--- config.mk ---
export PLATFORM = sky130hd
export DESIGN_NAME = instr_mem_loader_fp_flat
export DESIGN_NICKNAME = d
export VERILOG_FILES = /design/src/rtl/instr_loader_pkg.sv /design/src/rtl/instr_mem_loader_fp_if.sv /design/src/rtl/instr_loader_xor_acc.sv /design/src/rtl/instr_mem_loader_fp.sv /design/src/flat_wrapper.sv
export SDC_FILE = /design/constraint.sdc
export NUM_CORES = 1
export LEC_CHECK = 0
export ABC_AREA = 0
export ABC_CLOCK_PERIOD_IN_PS = 2009
export BUFFER_PORTS_ARGS = -buffer_cell sky130_fd_sc_hd__clkbuf_2
export CORE_MARGIN = 3
export CORE_UTILIZATION = 53
export CTS_BUF_LIST = sky130_fd_sc_hd__clkbuf_2 sky130_fd_sc_hd__clkbuf_4 sky130_fd_sc_hd__clkbuf_8
export CTS_CLUSTER_DIAMETER = 40
export CTS_CLUSTER_SIZE = 24
export DETAILED_ROUTE_END_ITERATION = 16
export PLACE_DENSITY = 0.81
export SLEW_MARGIN = 10
export SYNTH_ARGS = -nofsm -noshare
export SYNTH_HDL_FRONTEND = slang
export SYNTH_SLANG_ARGS = --single-unit
--- constraint.sdc ---
create_clock -name clk -period 2.01 [get_ports clk]
set_input_delay 0.201 -clock clk [delete_from_list [all_inputs] [get_ports clk]]
set_output_delay 0.201 -clock clk [all_outputs]
set_load 0.02 [all_outputs]
--- src/rtl/instr_loader_pkg.sv ---
// Shared types and constants for the FP CPU boot-time instruction loader.
//   loader_state_t : loader FSM states
//   IMEM_DEPTH     : instruction memory size in bytes
//   IMEM_ADDR_W    : instruction memory byte-address width
//   INSTR_BYTES    : bytes per instruction (program length granule)
package instr_loader_pkg;
  typedef enum logic [1:0] {IDLE, LOAD, DONE, ERR} loader_state_t;

  localparam int IMEM_DEPTH  = 256;
  localparam int IMEM_ADDR_W = 8;
  localparam int INSTR_BYTES = 4;
endpackage

--- src/rtl/instr_mem_loader_fp_if.sv ---
// Valid/ready program byte stream between the host (UART bridge or bench)
// and the instruction memory loader.
//   byte_valid : stream byte present (host -> loader)
//   byte_data  : stream byte (host -> loader)
//   byte_last  : final byte of the program (host -> loader)
//   byte_ready : loader accepts a byte this cycle (loader -> host)
// Modports: master = host side, slave = loader side.
interface instr_mem_loader_fp_if;
  logic       byte_valid;
  logic [7:0] byte_data;
  logic       byte_last;
  logic       byte_ready;

  modport master (output byte_valid, byte_data, byte_last, input byte_ready);
  modport slave  (input byte_valid, byte_data, byte_last, output byte_ready);
endinterface

--- src/rtl/instr_loader_xor_acc.sv ---
// 8-bit XOR accumulator used to verify the trailing program checksum.
//   clk, rst_n : clock, asynchronous active-low reset
//   clr        : synchronous clear to 0 (takes priority over en)
//   en         : fold din into the accumulator
//   din        : data byte
//   acc        : running XOR of all bytes folded in since the last clear
module instr_loader_xor_acc (
  input  logic       clk,
  input  logic       rst_n,
  input  logic       clr,
  input  logic       en,
  input  logic [7:0] din,
  output logic [7:0] acc
);
  always_ff @(posedge clk or negedge rst_n) begin
    if (!rst_n)   acc <= 8'h00;
    else if (clr) acc <= 8'h00;
    else if (en)  acc <= acc ^ din;
  end
endmodule

--- src/rtl/instr_mem_loader_fp.sv ---
// Boot-time program loader for the FP CPU instruction memory. Writes stream
// bytes to consecutive byte addresses from 0 and holds the CPU in stall until
// a complete, ALIGN-multiple program has loaded.
// Optional macro INSTR_LOADER_CHECKSUM_EN: the byte carrying byte_last is an
// XOR checksum of the preceding data bytes; it is compared, not written.
// Ports:
//   clk, rst_n            : clock, asynchronous active-low reset
//   start                 : one-cycle pulse that begins a new load
//   host                  : program byte stream (slave side)
//   mem_we/addr/wdata     : registered instruction memory byte write port
//   cpu_stall             : hold the CPU PC and fetch
//   load_done, load_err   : load result flags
//   byte_count            : data bytes written in the current or last load
module instr_mem_loader_fp
  import instr_loader_pkg::*;
#(
  parameter int DEPTH = IMEM_DEPTH,
  parameter int ALIGN = INSTR_BYTES
) (
  input  logic                   clk,
  input  logic                   rst_n,
  input  logic                   start,
  instr_mem_loader_fp_if.slave   host,
  output logic                   mem_we,
  output logic [IMEM_ADDR_W-1:0] mem_addr,
  output logic [7:0]             mem_wdata,
  output logic                   cpu_stall,
  output logic                   load_done,
  output logic                   load_err,
  output logic [8:0]             byte_count
);
  loader_state_t state, nxt;

  logic       accept, ovf, data_wr, end_ok, end_bad, restart;
  logic [8:0] cnt_inc;

  assign host.byte_ready = (state == LOAD);
  assign accept  = host.byte_valid && host.byte_ready;
  assign ovf     = (byte_count == 9'(DEPTH));
  assign cnt_inc = byte_count + 9'd1;
  // start is only honoured outside LOAD; it also clears count and checksum
  assign restart = start && (state != LOAD);

`ifdef INSTR_LOADER_CHECKSUM_EN
  logic [7:0] acc;
  logic       last_ok;

  instr_loader_xor_acc u_xor_acc (
    .clk   (clk),
    .rst_n (rst_n),
    .clr   (restart),
    .en    (data_wr),
    .din   (host.byte_data),
    .acc   (acc)
  );

  // Checksum byte is neither written nor counted, so the length check uses
  // the count as it stands; a lone checksum (zero data bytes) is rejected.
  assign last_ok = (byte_count != 9'd0) &&
                   ((byte_count % 9'(ALIGN)) == 9'd0) &&
                   (acc == host.byte_data);
  assign data_wr = accept && !host.byte_last && !ovf;
  assign end_ok  = accept && host.byte_last && last_ok;
  assign end_bad = accept && (host.byte_last ? !last_ok : ovf);
`else
  // Overflow wins over byte_last: a byte past DEPTH is never written.
  assign data_wr = accept && !ovf;
  assign end_ok  = accept && host.byte_last && !ovf &&
                   ((cnt_inc % 9'(ALIGN)) == 9'd0);
  assign end_bad = accept && (ovf || (host.byte_last && !end_ok));
`endif

  always_ff @(posedge clk or negedge rst_n) begin
    if (!rst_n) state <= IDLE;
    else        state <= nxt;
  end

  always_comb begin
    nxt = state;
    case (state)
      IDLE, DONE, ERR: if (start) nxt = LOAD;
      LOAD: begin
        if (end_ok)       nxt = DONE;
        else if (end_bad) nxt = ERR;
      end
      default: nxt = IDLE;
    endcase
  end

  // Status flags follow the next state so they change on the transition edge.
  always_ff @(posedge clk or negedge rst_n) begin
    if (!rst_n) begin
      cpu_stall <= 1'b1;
      load_done <= 1'b0;
      load_err  <= 1'b0;
    end else begin
      cpu_stall <= (nxt != DONE);
      load_done <= (nxt == DONE);
      load_err  <= (nxt == ERR);
    end
  end

  // data_wr excludes overflow, so the count saturates at DEPTH.
  always_ff @(posedge clk or negedge rst_n) begin
    if (!rst_n) begin
      byte_count <= 9'd0;
      mem_we     <= 1'b0;
      mem_addr   <= '0;
      mem_wdata  <= 8'h00;
    end else begin
      mem_we <= data_wr;
      if (restart)      byte_count <= 9'd0;
      else if (data_wr) byte_count <= cnt_inc;
      if (data_wr) begin
        mem_addr  <= byte_count[IMEM_ADDR_W-1:0];
        mem_wdata <= host.byte_data;
      end
    end
  end
endmodule

--- src/flat_wrapper.sv ---
// flat-port wrapper written by rule: the top's interface ports become plain ports
module instr_mem_loader_fp_flat import instr_loader_pkg::*;
#(
  parameter int DEPTH = IMEM_DEPTH,
  parameter int ALIGN = INSTR_BYTES
)
  (clk, rst_n, start, mem_we, mem_addr, mem_wdata, cpu_stall, load_done, load_err, byte_count, host_byte_valid, host_byte_data, host_byte_last, host_byte_ready);
  instr_mem_loader_fp_if host_i ();
  input  logic clk;
  input  logic rst_n;
  input  logic start;
  output logic mem_we;
  output logic [IMEM_ADDR_W-1:0] mem_addr;
  output logic [7:0] mem_wdata;
  output logic cpu_stall;
  output logic load_done;
  output logic load_err;
  output logic [8:0] byte_count;
  input wire logic [$bits(host_i.byte_valid)-1:0] host_byte_valid;
  input wire logic [$bits(host_i.byte_data)-1:0] host_byte_data;
  input wire logic [$bits(host_i.byte_last)-1:0] host_byte_last;
  output wire logic [$bits(host_i.byte_ready)-1:0] host_byte_ready;
  assign host_i.byte_valid = host_byte_valid;
  assign host_i.byte_data = host_byte_data;
  assign host_i.byte_last = host_byte_last;
  assign host_byte_ready = host_i.byte_ready;
  instr_mem_loader_fp #(.DEPTH(DEPTH), .ALIGN(ALIGN)) u_core (.clk(clk), .rst_n(rst_n), .start(start), .host(host_i), .mem_we(mem_we), .mem_addr(mem_addr), .mem_wdata(mem_wdata), .cpu_stall(cpu_stall), .load_done(load_done), .load_err(load_err), .byte_count(byte_count));
endmodule
==> results of run 1 <==
-- registers in the layout, summed over array words and instances (netlist names) --
signal,cells
u_core.cpu_stall,1
u_core.byte_count,9
u_core.mem_wdata,8
u_core.load_err,1
u_core.state,2
u_core.load_done,1
u_core.mem_addr,8
u_core.mem_we,1
-- critical path, cell delays in order (launching register included) --
cell      delay [ns]
dfrtp_1         0.47
inv_1           0.07
ha_1            0.17
and4bb_2        0.26
a21o_4          0.28
inv_4           0.17
mux2_2          0.35
-- power breakdown --
part           internal [mW]  leakage [nW]  switching, mW
clock                  0.183        0.0387          0.209
combinational          0.293         0.446          0.422
sequential             0.754         0.394         0.0960
-- cells by family (layout without fill, tap and decap cells) --
| logic type | after synthesis | count (layout) |
|---|---|---|
| AOI/OAI and AO/OA | 22 | 22 |
| adders and majority gates | 3 | 3 |
| buffers and inverters | 13 | 62 |
| DFF | 31 | 31 |
| muxes | 22 | 22 |
| and+or+nand+nor | 20 | 20 |
-- area by class of cell --
| type | count | area [um2] | share of cell area |
|---|---|---|---|
| Sequential cell | 31 | 777 | 0.451 |
| Multi-Input combinational cell | 67 | 573 | 0.333 |
| Timing Repair Buffer | 45 | 235 | 0.137 |
| Clock buffer | 7 | 58.8 | 0.0341 |
| Tap cell | 30 | 37.5 | 0.0218 |
| Inverter | 9 | 36.3 | 0.0211 |
| Clock inverter | 1 | 5.00 | 0.00290 |
-- metal layers --
layer / track usage / vias to the layer above / routed length, um
li1: - / 490 / -
met1: 0.243 / 526 / 1190
met2: 0.315 / 30 / 1510
met3: 0.0468 / 7 / 132
met4: 0.106 / 0 / 60
met5: 0 / - / 0
-- cell usage after synthesis (all sizes together) (2+ instances only) --
master / number
mux2: 16
ha: 3
nor4: 3
nor2: 2
buf: 3
a21oi: 5
dfrtp: 30
nor2b: 2
o21ai: 10
nand2: 3
inv: 8
or3: 3
mux2i: 6
-- worst paths after layout --
check	startpoint	to	depth (start not counted)	slack (ns)
min reg2reg	u_core.mem_addr[0]	u_core.mem_addr[0]	1	0.51
min	host_byte_last	u_core.cpu_stall	2	0.1
max reg2reg	u_core.byte_count[1]	u_core.mem_wdata[0]	6	0.12
max in group asynchronous	rst_n	u_core.mem_wdata[5]	2	1.07
min in group asynchronous	rst_n	u_core.mem_addr[4]	2	0.45
max	u_core.byte_count[1]	u_core.mem_wdata[0]	6	0.12
-- per-stage QoR --
step | hold slack, ns | instance area [um2] | std cells
2_1_floorplan | -0.0946 | 1430 | 111
3_3_place_gp | 0.284 | 1650 | 181
3_5_place_dp | 0.306 | 1650 | 181
4_1_cts | 0.0833 | 1720 | 190
5_1_grt | 0.0876 | 1720 | 190
6_report | 0.0971 | 1720 | 190
==> metrics, run 1 <==
first-iteration detailed-routing DRC count 16; final period utilization 0.938; syn_nets 127; PortBufs 42; Min-Delay Path Class input pin to flip-flop; clk_lat worst skew 0.33 ns; Yosys reg bits 31; grt ovf 0; overall power 1.96 mW; power density cells 1140 mW/mm2; min cycle time layout 1.89 ns; DRC errors left 0; outcome completed; layout cells sized above 1 0.469; routed vias 1053; area grow syn2layout 20.3%; initial antenna violation count 0; skew final 0.0161 ns; post-synthesis xor/xnor area fraction 0; Post-synth top flop dfrtp_1; adder-cell share of the synthesized area 0.0262; Final Hold Fails 0; number of antenna diodes 0; asr flop ratio synth 1.00; Pleak 0.878 nW; Final setup violation count 0; vias in the first global route 1042; Post-Syn Area 0.00143 mm2; Die W 58.0 um; most frequent cells in the layout clkbuf_2 (42), dfrtp_1 (30), o21ai_0 (10), mux2_2 (10), inv_1 (7); H-Tree Depth 2; final-report max-slew violation count 0; number of synthesized flops with an enable pin 0; Crit Path Class flip-flop to flip-flop; Compound-Gate Fraction of Synth Area 0.0961; startpoint types flip-flop; Tightest Pin Transition 0.749 ns; # Post-CTS Setup Buffers 0; final worst slack 0.124 ns; sequential share of the synthesized area 0.542; crit path capture type flip-flop; Place WS 0.146 ns; synth top area cells dfrtp_1 (52%), mux2_2 (7.9%), mux2_4 (6.3%); DIE AREA 0.00336 mm2; Pre-antenna DRT Iters 4; Sum Neg Setup Slack 0 ns; RSZ-0062 raised after global routing false; most common cell after layout, fill and taps aside clkbuf_2; Max Clk Rate 530 MHz; routed len/inst 15.2 um; clock sink count 31; worst-path maximum fanout 12; cts hold-fix bufs 1; Post-Synth Simple-Gate Area 0.0943; synth unique cells 34; post-cts resize count 0; Tot GR Track Use 0.196; Final #Nets 175; Final Core Density 0.683; TritonCTS clock tree done; fillcell total 214; worst path arrival time 2.09 ns; core box area 0.00252 mm2; detailed-placement wirelength estimate 2.15 mm; Routed WL 2.90 mm; multiplexer area fraction after synthesis 0.183; main combinational cell family by area after synthesis multiplexers; CTS buffer count 5; Slew headroom 0.500; max cap viols 0; antenna viol nets, final 0; Via-to-Cell Ratio 5.54; Clock transition at path regs 0.09 ns; Die Height 58.0 um; largest net degree at the start of global routing 32; Starting Density 0.568; I/O pins 43; Synth area leader dfrtp_1; row count 18; share of Yosys cell area claimed by the top area cell type 0.524; maximum vdd drop 0.858 mV; root buf cell clkbuf_4; first-pass GRT wire length 4.85 mm; GP Congestion 0.793; Gate Count Post-Synth 111; average size of a mapped cell 12.9 um2; Warnings, synthesis 0; Clock Tree Buf Depth 2; Critical Path RT 2.22 ns
Note: power is estimated with default switching activity, not from simulation.
==> run 2: changes to the inputs <==
--- a/config.mk
+++ b/config.mk
@@ -9,13 +9,14 @@
 export ABC_CLOCK_PERIOD_IN_PS = 2009
 export BUFFER_PORTS_ARGS = -buffer_cell sky130_fd_sc_hd__clkbuf_2
 export CORE_MARGIN = 3
-export CORE_UTILIZATION = 53
+export CORE_UTILIZATION = 52
 export CTS_BUF_LIST = sky130_fd_sc_hd__clkbuf_2 sky130_fd_sc_hd__clkbuf_4 sky130_fd_sc_hd__clkbuf_8
 export CTS_CLUSTER_DIAMETER = 40
 export CTS_CLUSTER_SIZE = 24
 export DETAILED_ROUTE_END_ITERATION = 16
-export PLACE_DENSITY = 0.81
+export PLACE_DENSITY = 0.8
 export SLEW_MARGIN = 10
 export SYNTH_ARGS = -nofsm -noshare
 export SYNTH_HDL_FRONTEND = slang
+export SYNTH_HIERARCHICAL = 1
 export SYNTH_SLANG_ARGS = --single-unit
==> run 2 against run 1 <==
  * Utilization rose by 0.20 points
  * Setup slack improved by 0.041 ns
  * Sequential share of layout area fell by 0.13 points
  * Clock-buffer cell count rose by 1
  * Area after synthesis fell by 1.7%
  * Cell count rose by 0.53%
  * Critical endpoint is now u_core/mem_wdata[0]
  * Largest power group unchanged
==> metrics, run 2 <==
average size of a mapped cell 12.7 um2; RSZ-0062 raised after global routing false; Final setup violation count 0; Largest regs u_core/byte_count: 9 flops, u_core/mem_addr: 8 flops, u_core/mem_wdata: 8 flops; Synth area leader dfrtp_1; detailed-placement wirelength estimate 2.06 mm; power density cells 1160 mW/mm2; Hold EP u_core/cpu_stall; core box area 0.00252 mm2; critical path's top delay family flip-flops; Final #Nets 176; most common cell after layout, fill and taps aside clkbuf_2; Warnings, synthesis 6; Clock transition at path regs 0.09 ns; outcome completed; Yosys reg bits 31; TritonCTS clock tree done; CP cell instances inv_1, ha_1, and4bb_2, a21o_2, inv_2, mux2_2; Die W 58.1 um; synth top area cells dfrtp_1 (53%), mux2_2 (8.0%), mux2_4 (6.4%); max cap viols 0; most common cell in the synthesized netlist dfrtp_1; routed vias 1045; number of synthesized flops with an enable pin 0; # Post-CTS Setup Buffers 0; min cycle time layout 1.85 ns; Post-synth top flop dfrtp_1; final-report max-slew violation count 0; Hold Path Stages 2; area grow syn2layout 22.6%; row count 18; Hold Slack 0.109 ns; asr flop ratio synth 1.00; first-iteration detailed-routing DRC count 24; syn_nets 127; skew final 0.00533 ns; Die Height 58.1 um; initial antenna violation count 0; worst path arrival time 2.05 ns; Max Clk Rate 542 MHz; Tightest Pin Transition 0.738 ns; Via-to-Cell Ratio 5.47; synth cell count leaders dfrtp_1 (30), mux2_2 (10), o21ai_0 (9), inv_1 (8); Sum Neg Setup Slack 0 ns; H-Tree Depth 2; sequential share of the synthesized area 0.552; Tot GR Track Use 0.181; crit path capture type flip-flop; grt ovf 0; synth unique cells 35; maximum vdd drop 0.915 mV; CP bufs+invs 2; I/O pins 43; Crit Path Class flip-flop to flip-flop; Min-Delay Path Class input pin to flip-flop; worst-path maximum fanout 12; clk_lat worst skew 0.31 ns; number of antenna diodes 0; worst hold start host_byte_last; max incr delay on CP 0.45 ns; Pleak 0.879 nW; post-cts resize count 0; Gate Count Post-Synth 111; antenna viol nets, final 0; root buf cell clkbuf_4; largest net degree at the start of global routing 32; DRC errors left 0; Pre-antenna DRT Iters 4; r2r setup slk 0.16 ns; PortBufs 42; startpoint types flip-flop; first-pass GRT wire length 4.60 mm; final period utilization 0.918; clock sink count 31; Clock Tree Buf Depth 2; share of Yosys cell area claimed by the top area cell type 0.533; most frequent cells in the layout clkbuf_2 (42), dfrtp_1 (30), mux2_2 (10), o21ai_0 (9), inv_1 (8); Crit Reg-Reg Endpoint u_core/mem_wdata[0]; Starting Density 0.559; worst reg2reg path depth 6; R2R Path Start u_core/byte_count[1]; Post-Syn Area 0.00141 mm2; largest reg by FF count u_core/byte_count; vias in the first global route 978; DIE AREA 0.00337 mm2; CTS buffer count 5; overall power 2.00 mW; Final Hold Fails 0; Routed WL 2.88 mm; GP Congestion 0.807; Slew headroom 0.508; layout cells sized above 1 0.466; Critical Path RT 2.22 ns; cts hold-fix bufs 1; Max stage delay cell, worst path dfrtp_1; max FFs per register 9; routed len/inst 15.1 um
## run 2: power breakdown
part / internal (mW) / total (mW) / switching, mW
clock: 0.219 / 0.416 / 0.197
combinational: 0.301 / 0.732 / 0.431
sequential: 0.754 / 0.850 / 0.0962
total: 1.27 / 2.00 / 0.724
## run 2: how the worst max path moves through the flow
| stage | from | endpoint | slack, ns | cells past startpoint |
|---|---|---|---|---|
| final | u_core/byte_count[1] | u_core/mem_wdata[0] | 0.16 | 6 |
| after global routing | u_core/byte_count[1] | u_core/mem_wdata[0] | 0.07 | 6 |
| after CTS | u_core/byte_count[1] | u_core/mem_wdata[0] | 0.16 | 6 |
| after detailed placement | u_core/byte_count[1] | u_core/mem_wdata[0] | 0.18 | 6 |
| after global placement | u_core/byte_count[1] | u_core/mem_wdata[7] | 0.24 | 6 |
| after floorplan | u_core/byte_count[0] | u_core/mem_wdata[1] | 0.18 | 7 |
## run 2: routing by layer
metal,global-route usage,up-vias,part of all wire
met4,0.0695,0,0.0045
met3,0.0468,2,0.058
li1,-,492,-
met5,0,-,0
met2,0.285,33,0.50
met1,0.239,518,0.44
## run 2: cell type report
class                   count  area (um2)
fillers                   186         795
flip-flops and latches     31         777
multi-input cells          67         564
repair buffers             46         243
clock buffers               8        72.6
well taps                  30        37.5
inverters                   9        33.8
## run 2: worst reg2reg max path, stage by stage, from the launching register on
cell and delay, ns:
dfrtp_1 0.45, inv_1 0.07, ha_1 0.17, and4bb_2 0.24, a21o_2 0.20, inv_2 0.23, mux2_2 0.37
## run 2: metrics by stage
| stage | worst slack [ns] | instance area [um2] | utilization | std cells |
|---|---|---|---|---|
| finish | 0.164 | 1730 | 0.685 | 191 |
| global route | 0.0655 | 1730 | 0.685 | 191 |
| CTS | 0.162 | 1730 | 0.685 | 191 |
| detailed placement | 0.177 | 1650 | 0.652 | 182 |
| global placement | 0.243 | 1650 | 0.652 | 182 |
| floorplan | 0.175 | 1410 | - | 111 |
## run 2: logic make-up after synthesis
logic type	synth area share
AND/OR/NAND/NOR	0.0968
adder cells (fa/ha/maj)	0.0266
buffers and inverters	0.0480
multiplexers	0.179
flip-flops	0.552
AO/OA/AOI/OAI	0.0977
==> run 3: changes to the inputs <==
--- a/config.mk
+++ b/config.mk
@@ -6,12 +6,13 @@
 export NUM_CORES = 1
 export LEC_CHECK = 0
 export ABC_AREA = 0
-export ABC_CLOCK_PERIOD_IN_PS = 2009
+export ABC_CLOCK_PERIOD_IN_PS = 1700
 export BUFFER_PORTS_ARGS = -buffer_cell sky130_fd_sc_hd__clkbuf_2
+export CAP_MARGIN = 10
 export CORE_MARGIN = 3
 export CORE_UTILIZATION = 52
 export CTS_BUF_LIST = sky130_fd_sc_hd__clkbuf_2 sky130_fd_sc_hd__clkbuf_4 sky130_fd_sc_hd__clkbuf_8
-export CTS_CLUSTER_DIAMETER = 40
+export CTS_CLUSTER_DIAMETER = 120
 export CTS_CLUSTER_SIZE = 24
 export DETAILED_ROUTE_END_ITERATION = 16
 export PLACE_DENSITY = 0.8
==> constraint.sdc (replaced) <==
create_clock -name clk -period 1.7 [get_ports clk]
set_input_delay 0.17 -clock clk [delete_from_list [all_inputs] [get_ports clk]]
set_output_delay 0.17 -clock clk [all_outputs]
set_load 0.02 [all_outputs]
==> run 3 against run 2 <==
  * Worst hold slack worse by 0.031 ns
  * Via count increased by 4.3%
  * Cell count grew 4.2%
  * Fmax up 8.9%
  * Non-clock buffer count up 8
  * Clock skew is 0.0058 ns higher
  * Die area stayed put
  * Clock-buffer cell count unchanged
  * Flip-flop and latch count is the same
  * Sequential share of layout area decreased by 1.4 points
  * Largest cell class unchanged
  * Highest routed layer unchanged
==> metrics, run 3 (synthesized netlist as in run 2, its figures left out) <==
largest net degree at the start of global routing 32; R2R Path Start u_core/byte_count[1]; Crit Reg-Reg Endpoint u_core/mem_wdata[0]; Starting Density 0.559; Tightest Pin Transition 0.759 ns; Die W 58.1 um; maximum vdd drop 1.20 mV; Clock transition at path regs 0.09 ns; worst-path maximum fanout 9; Min-Delay Path Class input pin to flip-flop; H-Tree Depth 2; worst path arrival time 1.91 ns; vias in the first global route 1095; first-pass GRT wire length 5.14 mm; dpl cells 190; most common cell after layout, fill and taps aside clkbuf_2; TritonCTS clock tree done; post-route insts no fill 199; worst reg2reg path depth 6; cell area after layout 0.00179 mm2; DRC errors left 0; clk_lat worst skew 0.32 ns; routed vias 1090; crit path capture type flip-flop; area grow syn2layout 27.1%; Slew headroom 0.494; Via-to-Cell Ratio 5.48; layout cells sized above 1 0.538; antenna viol nets, final 0; min cycle time layout 1.69 ns; Max Clk Rate 590 MHz; switching part of the total power 0.365; switching power 0.872 mW; r2r setup slk 0.006 ns; sequential share of power 0.415; row count 18; Clock Tree Buf Depth 2; core box area 0.00252 mm2; I/O pins 43; CTS buffer count 5; number of antenna diodes 0; outcome completed; Tot GR Track Use 0.203; routed len/inst 15.2 um; largest reg by FF count u_core/byte_count; power density cells 1330 mW/mm2; Pre-antenna DRT Iters 4; Routed WL 3.03 mm; Pleak 0.910 nW; fillcell total 187; clock sink count 31; Hold Path Stages 2; Crit Path Class flip-flop to flip-flop; final period utilization 0.997; # Post-CTS Setup Buffers 0; worst hold start host_byte_data[1]; final-report max-slew violation count 0; first-iteration detailed-routing DRC count 39; combinational power share 0.398; Placed Area 0.00171 mm2; Critical Path RT 1.91 ns; Final #Nets 184; startpoint types flip-flop; GP Congestion 0.825; detailed-placement wirelength estimate 2.23 mm; Pint 1.52 mW; max FFs per register 9; Final Hold Fails 0; Final setup violation count 0; clock network power share 0.187; RSZ-0062 raised after global routing true; initial antenna violation count 0; skew final 0.0112 ns; DIE AREA 0.00337 mm2; grt ovf 0; Die Height 58.1 um; max cap viols 0; root buf cell clkbuf_4; Hold EP u_core/mem_wdata[1]; most frequent cells in the layout clkbuf_2 (42), dfrtp_1 (27), buf_4 (11), mux2_2 (10), o21ai_0 (9); Largest regs u_core/byte_count: 9 flops, u_core/mem_addr: 8 flops, u_core/mem_wdata: 8 flops; PortBufs 42
-- run 3: critical path: stages, from the launching register on --
cell and delay, ns:
dfrtp_2 0.37, inv_2 0.03, ha_2 0.16, and4bb_2 0.23, a21o_2 0.23, inv_2 0.20
mux2_2 0.37
-- run 3: how the worst max path moves through the flow --
stage,start,end,slack (ns),depth (start not counted)
finish,u_core/byte_count[1],u_core/mem_wdata[0],0.006,6
global route,u_core/byte_count[0],u_core/mem_wdata[0],-0.06,6
CTS,u_core/byte_count[1],u_core/mem_wdata[0],0.006,6
detailed placement,u_core/byte_count[1],u_core/mem_wdata[0],0.02,6
global placement,u_core/byte_count[1],u_core/mem_wdata[7],0.08,6
floorplan,u_core/byte_count[1],u_core/mem_wdata[1],-0.03,7
-- run 3: cell type report --
class / count / area, um2 / area share
Clock buffer: 8 / 60.1 / 0.0335
Inverter: 9 / 33.8 / 0.0189
Multi-Input combinational cell: 67 / 576 / 0.321
Sequential cell: 31 / 781 / 0.436
Tap cell: 30 / 37.5 / 0.0210
Timing Repair Buffer: 54 / 303 / 0.169
-- run 3: per-stage QoR --
stage                util  hold WS, ns  setup slack [ns]  TNS, ns  power [mW]
global placement    0.679        0.256            0.0754        0        1.91
finish              0.710       0.0782           0.00593        0        2.39
detailed placement  0.679        0.286            0.0191        0        1.96
CTS                 0.706       0.0623           0.00588        0        2.41
global route        0.710       0.0658           -0.0630   -0.550        2.54
floorplan               -       -0.126           -0.0259   -0.156        1.61
-- run 3: power by group through the flow --
stage / Sequential (mW) / Combinational [mW] / Clock, mW
2_1_floorplan: 1.21 / 0.401 / 0
3_3_place_gp: 0.992 / 0.917 / 0
3_5_place_dp: 1.01 / 0.948 / 0
4_1_cts: 0.994 / 0.954 / 0.462
5_1_grt: 1.01 / 1.03 / 0.494
6_report: 0.991 / 0.950 / 0.448
-- run 3: what timing repair did --
action	CTS	global route
hold buffers	1	0
endpoints found under the setup margin	0	19
endpoints found under the hold margin	30	0
gates resized for setup	0	2
-- run 3: per-layer routing --
| metal | up-vias | share of wire | GRT usage |
|---|---|---|---|
| met5 | - | 0 | 0 |
| met4 | 0 | 0.0076 | 0.0497 |
| met3 | 2 | 0.063 | 0.0646 |
| met2 | 39 | 0.52 | 0.334 |
| met1 | 540 | 0.41 | 0.260 |
| li1 | 509 | - | - |
